==> config.mk <==
export PLATFORM = sky130hd
export DESIGN_NAME = crypto_job_scheduler
export DESIGN_NICKNAME = d
export VERILOG_FILES = /design/src/rtl/crypto_sched_pkg.sv /design/src/rtl/crypto_job_scheduler_rr_arbiter.sv /design/src/rtl/crypto_job_scheduler.sv
export SDC_FILE = /design/constraint.sdc
export NUM_CORES = 2
export LEC_CHECK = 0
export BUFFER_PORTS_ARGS = -buffer_cell sky130_fd_sc_hd__buf_2
export CAP_MARGIN = 25
export CORE_AREA = 2 2 688 690
export CTS_BUF_LIST = sky130_fd_sc_hd__clkbuf_8 sky130_fd_sc_hd__clkbuf_16
export DETAILED_ROUTE_END_ITERATION = 8
export DIE_AREA = 0 0 690 692
export GPL_TIMING_DRIVEN = 0
export PLACE_DENSITY = 0.31
export SYNTH_ARGS = -nofsm -noshare
export SYNTH_HDL_FRONTEND = slang
export SYNTH_SLANG_ARGS = --single-unit
==> constraint.sdc <==
create_clock -name clk -period 4.02 [get_ports clk]
set_input_delay 0.603 -clock clk [delete_from_list [all_inputs] [get_ports clk]]
set_output_delay 0.603 -clock clk [all_outputs]
set_load 0.02 [all_outputs]
==> src/rtl/crypto_sched_pkg.sv <==
// Shared opcodes, error codes, widths, FSM encoding and job record
// for the crypto job scheduler.
package crypto_sched_pkg;

  localparam int TS_W   = 64;
  localparam int DATA_W = 256;

  localparam logic [1:0] OP_PUF  = 2'd0;
  localparam logic [1:0] OP_HASH = 2'd1;
  localparam logic [1:0] OP_LFSR = 2'd2;
  localparam logic [1:0] OP_RSVD = 2'd3;

  localparam logic [1:0] ERR_NONE    = 2'd0;
  localparam logic [1:0] ERR_STALE   = 2'd1;
  localparam logic [1:0] ERR_TIMEOUT = 2'd2;
  localparam logic [1:0] ERR_BADOP   = 2'd3;

  typedef enum logic [2:0] {
    ST_IDLE  = 3'd0,
    ST_CHECK = 3'd1,
    ST_ISSUE = 3'd2,
    ST_WAIT  = 3'd3,
    ST_RESP  = 3'd4
  } sched_state_e;

  typedef struct packed {
    logic [1:0]        op;
    logic [TS_W-1:0]   ts;
    logic [DATA_W-1:0] data;
  } job_t;

endpackage

==> src/rtl/crypto_job_scheduler_rr_arbiter.sv <==
// Combinational round-robin pick: first requester at or after last_grant+1,
// wrapping modulo NREQ.
module rr_arbiter #(
  parameter int NREQ = 4,
  parameter int IDXW = 2
) (
  input  logic [NREQ-1:0] req,
  input  logic [IDXW-1:0] last_grant,
  output logic [NREQ-1:0] gnt,
  output logic [IDXW-1:0] gnt_idx,
  output logic            any
);

  always_comb begin
    int              cand;
    logic [IDXW-1:0] cand_idx;
    gnt      = '0;
    gnt_idx  = '0;
    any      = 1'b0;
    cand     = 0;
    cand_idx = '0;
    for (int i = 1; i <= NREQ; i++) begin
      cand = int'(last_grant) + i;
      if (cand >= NREQ) cand = cand - NREQ;
      cand_idx = IDXW'(cand);
      if (!any && req[cand_idx]) begin
        any           = 1'b1;
        gnt[cand_idx] = 1'b1;
        gnt_idx       = cand_idx;
      end
    end
  end

endmodule

==> src/rtl/crypto_job_scheduler.sv <==
// Shares one multi-cycle crypto engine among NREQ requesters: arbitrate, check
// freshness, issue, respond. Define CRYPTO_SCHED_STATS_EN for saturating stat counters.
//   state | meaning
//   IDLE  | arbitrate and accept one request
//   CHECK | timestamp age and opcode check
//   ISSUE | one-cycle start to the engine
//   WAIT  | wait for engine done or timeout
//   RESP  | one-cycle response to the winner
module crypto_job_scheduler
  import crypto_sched_pkg::*;
#(
  parameter int NREQ             = 4,
  parameter int ACCEPTABLE_DELAY = 10,
  parameter int TIMEOUT          = 64
) (
  input  logic                   clk,
  input  logic                   rst,
  input  logic [NREQ-1:0]        req_valid,
  output logic [NREQ-1:0]        req_ready,
  input  logic [2*NREQ-1:0]      req_op,
  input  logic [TS_W*NREQ-1:0]   req_ts,
  input  logic [DATA_W*NREQ-1:0] req_data,
  output logic                   eng_start,
  output logic                   eng_abort,
  output logic [1:0]             eng_op,
  output logic [DATA_W-1:0]      eng_data,
  input  logic                   eng_done,
  input  logic [63:0]            eng_result,
  output logic [NREQ-1:0]        rsp_valid,
  output logic [63:0]            rsp_result,
  output logic [1:0]             rsp_err,
  output logic [TS_W-1:0]        now
`ifdef CRYPTO_SCHED_STATS_EN
  ,
  output logic [15:0]            stat_grants,
  output logic [15:0]            stat_stale,
  output logic [15:0]            stat_timeout
`endif
);

  localparam int IDXW = (NREQ > 1) ? $clog2(NREQ) : 1;
  localparam int CNTW = (TIMEOUT > 1) ? $clog2(TIMEOUT) : 1;

  localparam logic [2:0] S_IDLE  = ST_IDLE;
  localparam logic [2:0] S_CHECK = ST_CHECK;
  localparam logic [2:0] S_ISSUE = ST_ISSUE;
  localparam logic [2:0] S_WAIT  = ST_WAIT;
  localparam logic [2:0] S_RESP  = ST_RESP;

  logic [2:0]        state_q, state_d;
  logic [IDXW-1:0]   last_grant_q, last_grant_d, win_q, win_d;
  job_t              job_q, job_d;
  logic [1:0]        err_q, err_d;
  logic [63:0]       result_q, result_d;
  logic [CNTW-1:0]   wait_cnt_q, wait_cnt_d;
  logic [TS_W-1:0]   now_q, age;
  logic [NREQ-1:0]   arb_gnt;
  logic [IDXW-1:0]   arb_idx;
  logic              arb_any, accept, stale, timed_out, eng_busy;
  logic [1:0]        op_arr   [NREQ];
  logic [TS_W-1:0]   ts_arr   [NREQ];
  logic [DATA_W-1:0] data_arr [NREQ];

  for (genvar i = 0; i < NREQ; i++) begin : g_unpack
    assign op_arr[i]   = req_op[2*i +: 2];
    assign ts_arr[i]   = req_ts[TS_W*i +: TS_W];
    assign data_arr[i] = req_data[DATA_W*i +: DATA_W];
  end

  rr_arbiter #(.NREQ(NREQ), .IDXW(IDXW)) u_arb (
    .req       (req_valid),
    .last_grant(last_grant_q),
    .gnt       (arb_gnt),
    .gnt_idx   (arb_idx),
    .any       (arb_any)
  );

  // Modulo-2^64 age: a future timestamp wraps to a huge value and reads as stale.
  assign age       = now_q - job_q.ts;
  assign accept    = (state_q == S_IDLE) && arb_any;
  assign stale     = (state_q == S_CHECK) && (age > TS_W'(ACCEPTABLE_DELAY));
  assign timed_out = (state_q == S_WAIT) && !eng_done && (wait_cnt_q == CNTW'(TIMEOUT-1));
  assign eng_busy  = (state_q == S_ISSUE) || (state_q == S_WAIT);

  always_comb begin
    state_d      = state_q;
    last_grant_d = last_grant_q;
    win_d        = win_q;
    job_d        = job_q;
    err_d        = err_q;
    result_d     = result_q;
    wait_cnt_d   = wait_cnt_q;
    case (state_q)
      S_IDLE: if (accept) begin
        state_d      = S_CHECK;
        last_grant_d = arb_idx;
        win_d        = arb_idx;
        job_d.op     = op_arr[arb_idx];
        job_d.ts     = ts_arr[arb_idx];
        job_d.data   = data_arr[arb_idx];
        err_d        = ERR_NONE;
        result_d     = '0;
      end
      S_CHECK: begin
        if (stale) begin
          err_d   = ERR_STALE;
          state_d = S_RESP;
        end else if (job_q.op == OP_RSVD) begin
          err_d   = ERR_BADOP;
          state_d = S_RESP;
        end else begin
          state_d = S_ISSUE;
        end
      end
      S_ISSUE: begin
        wait_cnt_d = '0;
        state_d    = S_WAIT;
      end
      S_WAIT: begin
        if (eng_done) begin
          result_d = eng_result;
          err_d    = ERR_NONE;
          state_d  = S_RESP;
        end else if (timed_out) begin
          err_d   = ERR_TIMEOUT;
          state_d = S_RESP;
        end else begin
          wait_cnt_d = wait_cnt_q + CNTW'(1);
        end
      end
      S_RESP:  state_d = S_IDLE;
      default: state_d = S_IDLE;
    endcase
  end

  always_ff @(posedge clk or negedge rst) begin
    if (!rst) begin
      state_q      <= S_IDLE;
      last_grant_q <= IDXW'(NREQ-1);
      win_q        <= '0;
      job_q        <= '0;
      err_q        <= ERR_NONE;
      result_q     <= '0;
      wait_cnt_q   <= '0;
      now_q        <= '0;
    end else begin
      state_q      <= state_d;
      last_grant_q <= last_grant_d;
      win_q        <= win_d;
      job_q        <= job_d;
      err_q        <= err_d;
      result_q     <= result_d;
      wait_cnt_q   <= wait_cnt_d;
      now_q        <= now_q + TS_W'(1);
    end
  end

  // Masked while rst is low so nothing looks accepted while the block is held.
  assign req_ready  = (accept && rst) ? arb_gnt : '0;
  assign eng_start  = (state_q == S_ISSUE);
  assign eng_abort  = timed_out;
  assign eng_op     = eng_busy ? job_q.op : 2'b00;
  assign eng_data   = eng_busy ? job_q.data : '0;
  assign rsp_valid  = (state_q == S_RESP) ? (NREQ'(1) << win_q) : '0;
  assign rsp_result = (state_q == S_RESP) ? result_q : '0;
  assign rsp_err    = (state_q == S_RESP) ? err_q : ERR_NONE;
  assign now        = now_q;

`ifdef CRYPTO_SCHED_STATS_EN
  logic [15:0] grants_q, stale_q, tmo_q;

  always_ff @(posedge clk or negedge rst) begin
    if (!rst) begin
      grants_q <= '0;
      stale_q  <= '0;
      tmo_q    <= '0;
    end else begin
      if (accept && grants_q != 16'hFFFF)    grants_q <= grants_q + 16'd1;
      if (stale && stale_q != 16'hFFFF)      stale_q  <= stale_q + 16'd1;
      if (timed_out && tmo_q != 16'hFFFF)    tmo_q    <= tmo_q + 16'd1;
    end
  end

  assign stat_grants  = grants_q;
  assign stat_stale   = stale_q;
  assign stat_timeout = tmo_q;
`endif

endmodule

==> impl_metrics.py <==
metrics = {
    "routing": {
        "drc": 0,
        "wirelength_mm": 417,
        "viasPerCell": 3.39,
        "dr.first_iter.drc_count": 3723,
        "wire_per_inst_um": 34.6,
        "num_vias": 40900,
        "first_pass_iters": 5,
        "drtAntennaViolNets": 4,
    },
    "sta": {
        "period_minus_slack_ps": 4500,
        "final.setup_skew_ps": 62.4,
        "slew_headroom": 0.265,
        "min_period_over_period": 1.12,
        "finalHoldViolations": 0,
        "fin_hold_ws_ps": 112,
        "fin_ws_ps": -478,
        "drv_slew": 0,
        "grt_setup_unrepaired": "true",
        "fmax_ghz": 0.222,
        "tightestPinTransition_ps": 1100,
        "setup_violations": 4,
    },
    "synth": {
        "synth_cells": 3584,
        "synthArstFlopShare": 1.00,
        "synth_area_per_cell_um2": 9.32,
        "ys_seq_area_frac": 0.348,
        "ys.warnings.count": 0,
        "syn_area_um2": 33400,
        "yosys_register_bits": 465,
        "syn-num-nets": 5015,
        "synth_edf_count": 0,
        "synth_top_flop_cell": "dfrtp_1",
        "ys_types": 92,
    },
    "power": {
        "irDropWorstVdd_mv": 0.356,
        "power_mw": 42.6,
        "p_leak_nw": 24.7,
        "p_per_area_nw_per_um2": 770,
    },
    "outcome": {
        "violations": "antenna rules, setup timing",
        "status": "finished with violations",
    },
    "clock_network": {
        "h-tree-depth": 3,
        "cts_num_sinks": 465,
        "numCtsBuffers": 81,
        "cts_root_buffer": "clkbuf_16",
        "clkTransAtPathRegs_ps": 60,
        "clkLatencyLatePin_ps": 830,
        "cts_tree": "done",
        "clockBufferDepth": 4,
    },
    "layout": {
        "area_delta_synth_final_pct": 65.4,
        "drive_gt1_frac": 0.450,
        "fillCellCount": 54700,
        "fin_util": 0.118,
        "fin_area_um2": 55200,
        "register_area_um2": 11600,
        "multi_input_area_um2": 20700,
        "final_cell_mix": "buf_2, nand2_1, dfrtp_1, and2_1, mux4_2",
        "layout_commonest_cell": "buf_2",
        "fin_nets": 6923,
    },
    "global_route": {
        "grt_max_degree": 93,
        "grt.total_usage": 0.168,
        "grt_pass1_vias": 39500,
        "gr-total-overflow": 0,
        "grt_pass1_wl_mm": 508,
        "antenna_found_initial": 582,
    },
    "place": {
        "dp_hpwl_mm": 375,
        "io_buffers": 1755,
        "postPlaceCellArea_um2": 50600,
        "place_ws_ps": -2500,
        "gp_congestion": 1.19,
    },
    "critical_path": {
        "crit_fanout": 7,
        "worstPathCellList": "buf_12, ha_4, inv_2, fa_2, a211oi_4, buf_6, nor4_4, a211oi_4, buf_6, o211ai_4, a22oi_2, buf_4, buf_4, a31o_4, or4_4, nor4_4, nand4_1, a2111oi_4, buf_8, a31oi_2",
        "slowest_stage": "or4_4",
        "endpoint_kind": "flop",
        "crit_arrival_ps": 5140,
        "startpoint_type": "flop",
        "critical_path_class": "reg2reg",
        "slowest_delay_ps": 430,
        "worstPathRequired_ps": 4660,
    },
    "floorplanning": {
        "placementRows": 252,
        "io_pins": 1757,
        "die_area_um2": 477000,
        "coreArea_um2": 470000,
        "initial_core_util": 0.0711,
        "die_y_um": 692,
        "die_w_um": 690,
    },
    "job": {
        "max_cap_violations": 0,
    },
    "min_path": {
        "hold_path.class": "in2reg",
    },
}
## report_power, final
group	leakage [nW]	total [mW]	switching (mW)	internal, mW
Clock	1.30	7.33	3.08	4.25
Combinational	17.5	27.8	16.5	11.3
Sequential	5.90	7.42	0.940	6.48
## layout make-up
class | count | share of cell area
Clock inverter | 39 | 0.00664
Tap cell | 6223 | 0.141
Antenna cell | 290 | 0.0131
Multi-Input combinational cell | 2778 | 0.376
Buffer | 236 | 0.0269
Clock buffer | 95 | 0.0404
Timing Repair Buffer | 1841 | 0.180
Sequential cell | 465 | 0.211
Inverter | 89 | 0.00616
## layer usage
layer | GRT usage | vias to the layer above | wire length (um)
met5 | 0 | - | 1550
met1 | 0.206 | 20400 | 170000
met3 | 0.0659 | 922 | 40900
li1 | - | 16800 | -
met2 | 0.270 | 2518 | 188000
met4 | 0.0520 | 192 | 16200
## worst paths after layout
kind / startpoint / to / slack, ps / depth (start not counted)
max: job_q[256] / state_q[2] / -480 / 20
max reg2reg: job_q[256] / state_q[2] / -480 / 20
min reg2reg: job_q[193] / job_q[193] / 460 / 2
min: eng_result[34] / result_q[34] / 110 / 3
min in group asynchronous: rst / now[43] / 230 / 2
max in group asynchronous: rst / job_q[55] / 2250 / 4
## critical path: cells and delay by family (launching register included)
kind / cells / cell delay [ps]
DFF: 1 / 410
and+or+nand+nor: 4 / 1150
AOI/OAI and AO/OA: 7 / 1350
adders and majority gates: 2 / 390
buffers and inverters: 7 / 980
## synth_stat cells (9+ instances only)
cell / n / share of area
nor3_1: 39 / 0.0058
xnor2_1: 56 / 0.015
buf_2: 50 / 0.0075
a22oi_1: 9 / 0.0020
xor2_1: 33 / 0.0087
nor4_1: 14 / 0.0026
and3_1: 27 / 0.0051
or3_1: 10 / 0.0019
inv_1: 89 / 0.010
o211ai_1: 19 / 0.0043
nor2_1: 108 / 0.012
ha_1: 71 / 0.027
a21oi_1: 103 / 0.015
clkbuf_1: 168 / 0.019
nand3_1: 39 / 0.0058
o21ai_0: 205 / 0.031
o21a_1: 19 / 0.0043
buf_6: 11 / 0.0037
buf_1: 18 / 0.0020
a211oi_1: 11 / 0.0025
a21o_1: 14 / 0.0031
nand2_1: 1117 / 0.13
mux4_2: 324 / 0.22
nand4_1: 51 / 0.0096
and2_1: 333 / 0.062
dfrtp_1: 463 / 0.35
## sequential cells by signal, summed over array words and instances (netlist names)
name          cells
now              64
result_q         64
wait_cnt_q        6
win_q             2
last_grant_q      2
err_q             2
state_q           3
job_q           322
## through the flow
step	TNS (ps)	instances
CTS	-3830	11800
global placement	-7166550	11600
finish	-1810	12100
floorplan	0	3584
global route	-3760	11900
detailed placement	-567580	11600
## logic make-up after synthesis
kind of cell | after synthesis | share of synthesized area
flip-flops | 465 | 0.348
multiplexers | 335 | 0.222
XOR/XNOR | 89 | 0.0233
AND/OR/NAND/NOR | 1792 | 0.244
buffers and inverters | 341 | 0.0435
adder cells (fa/ha/maj) | 72 | 0.0272
AO/OA/AOI/OAI | 490 | 0.0920
## repair_timing
action / CTS / global route
pin swaps: 25 / 21
resized for setup: 170 / 78
setup buffers: 22 / 19
hold buffers: 10 / 0
setup endpoints to repair: 567 / 258
cloned: 1 / 2
endpoints found under the hold margin: 175 / 0
Note: power is estimated with default switching activity, not from simulation.
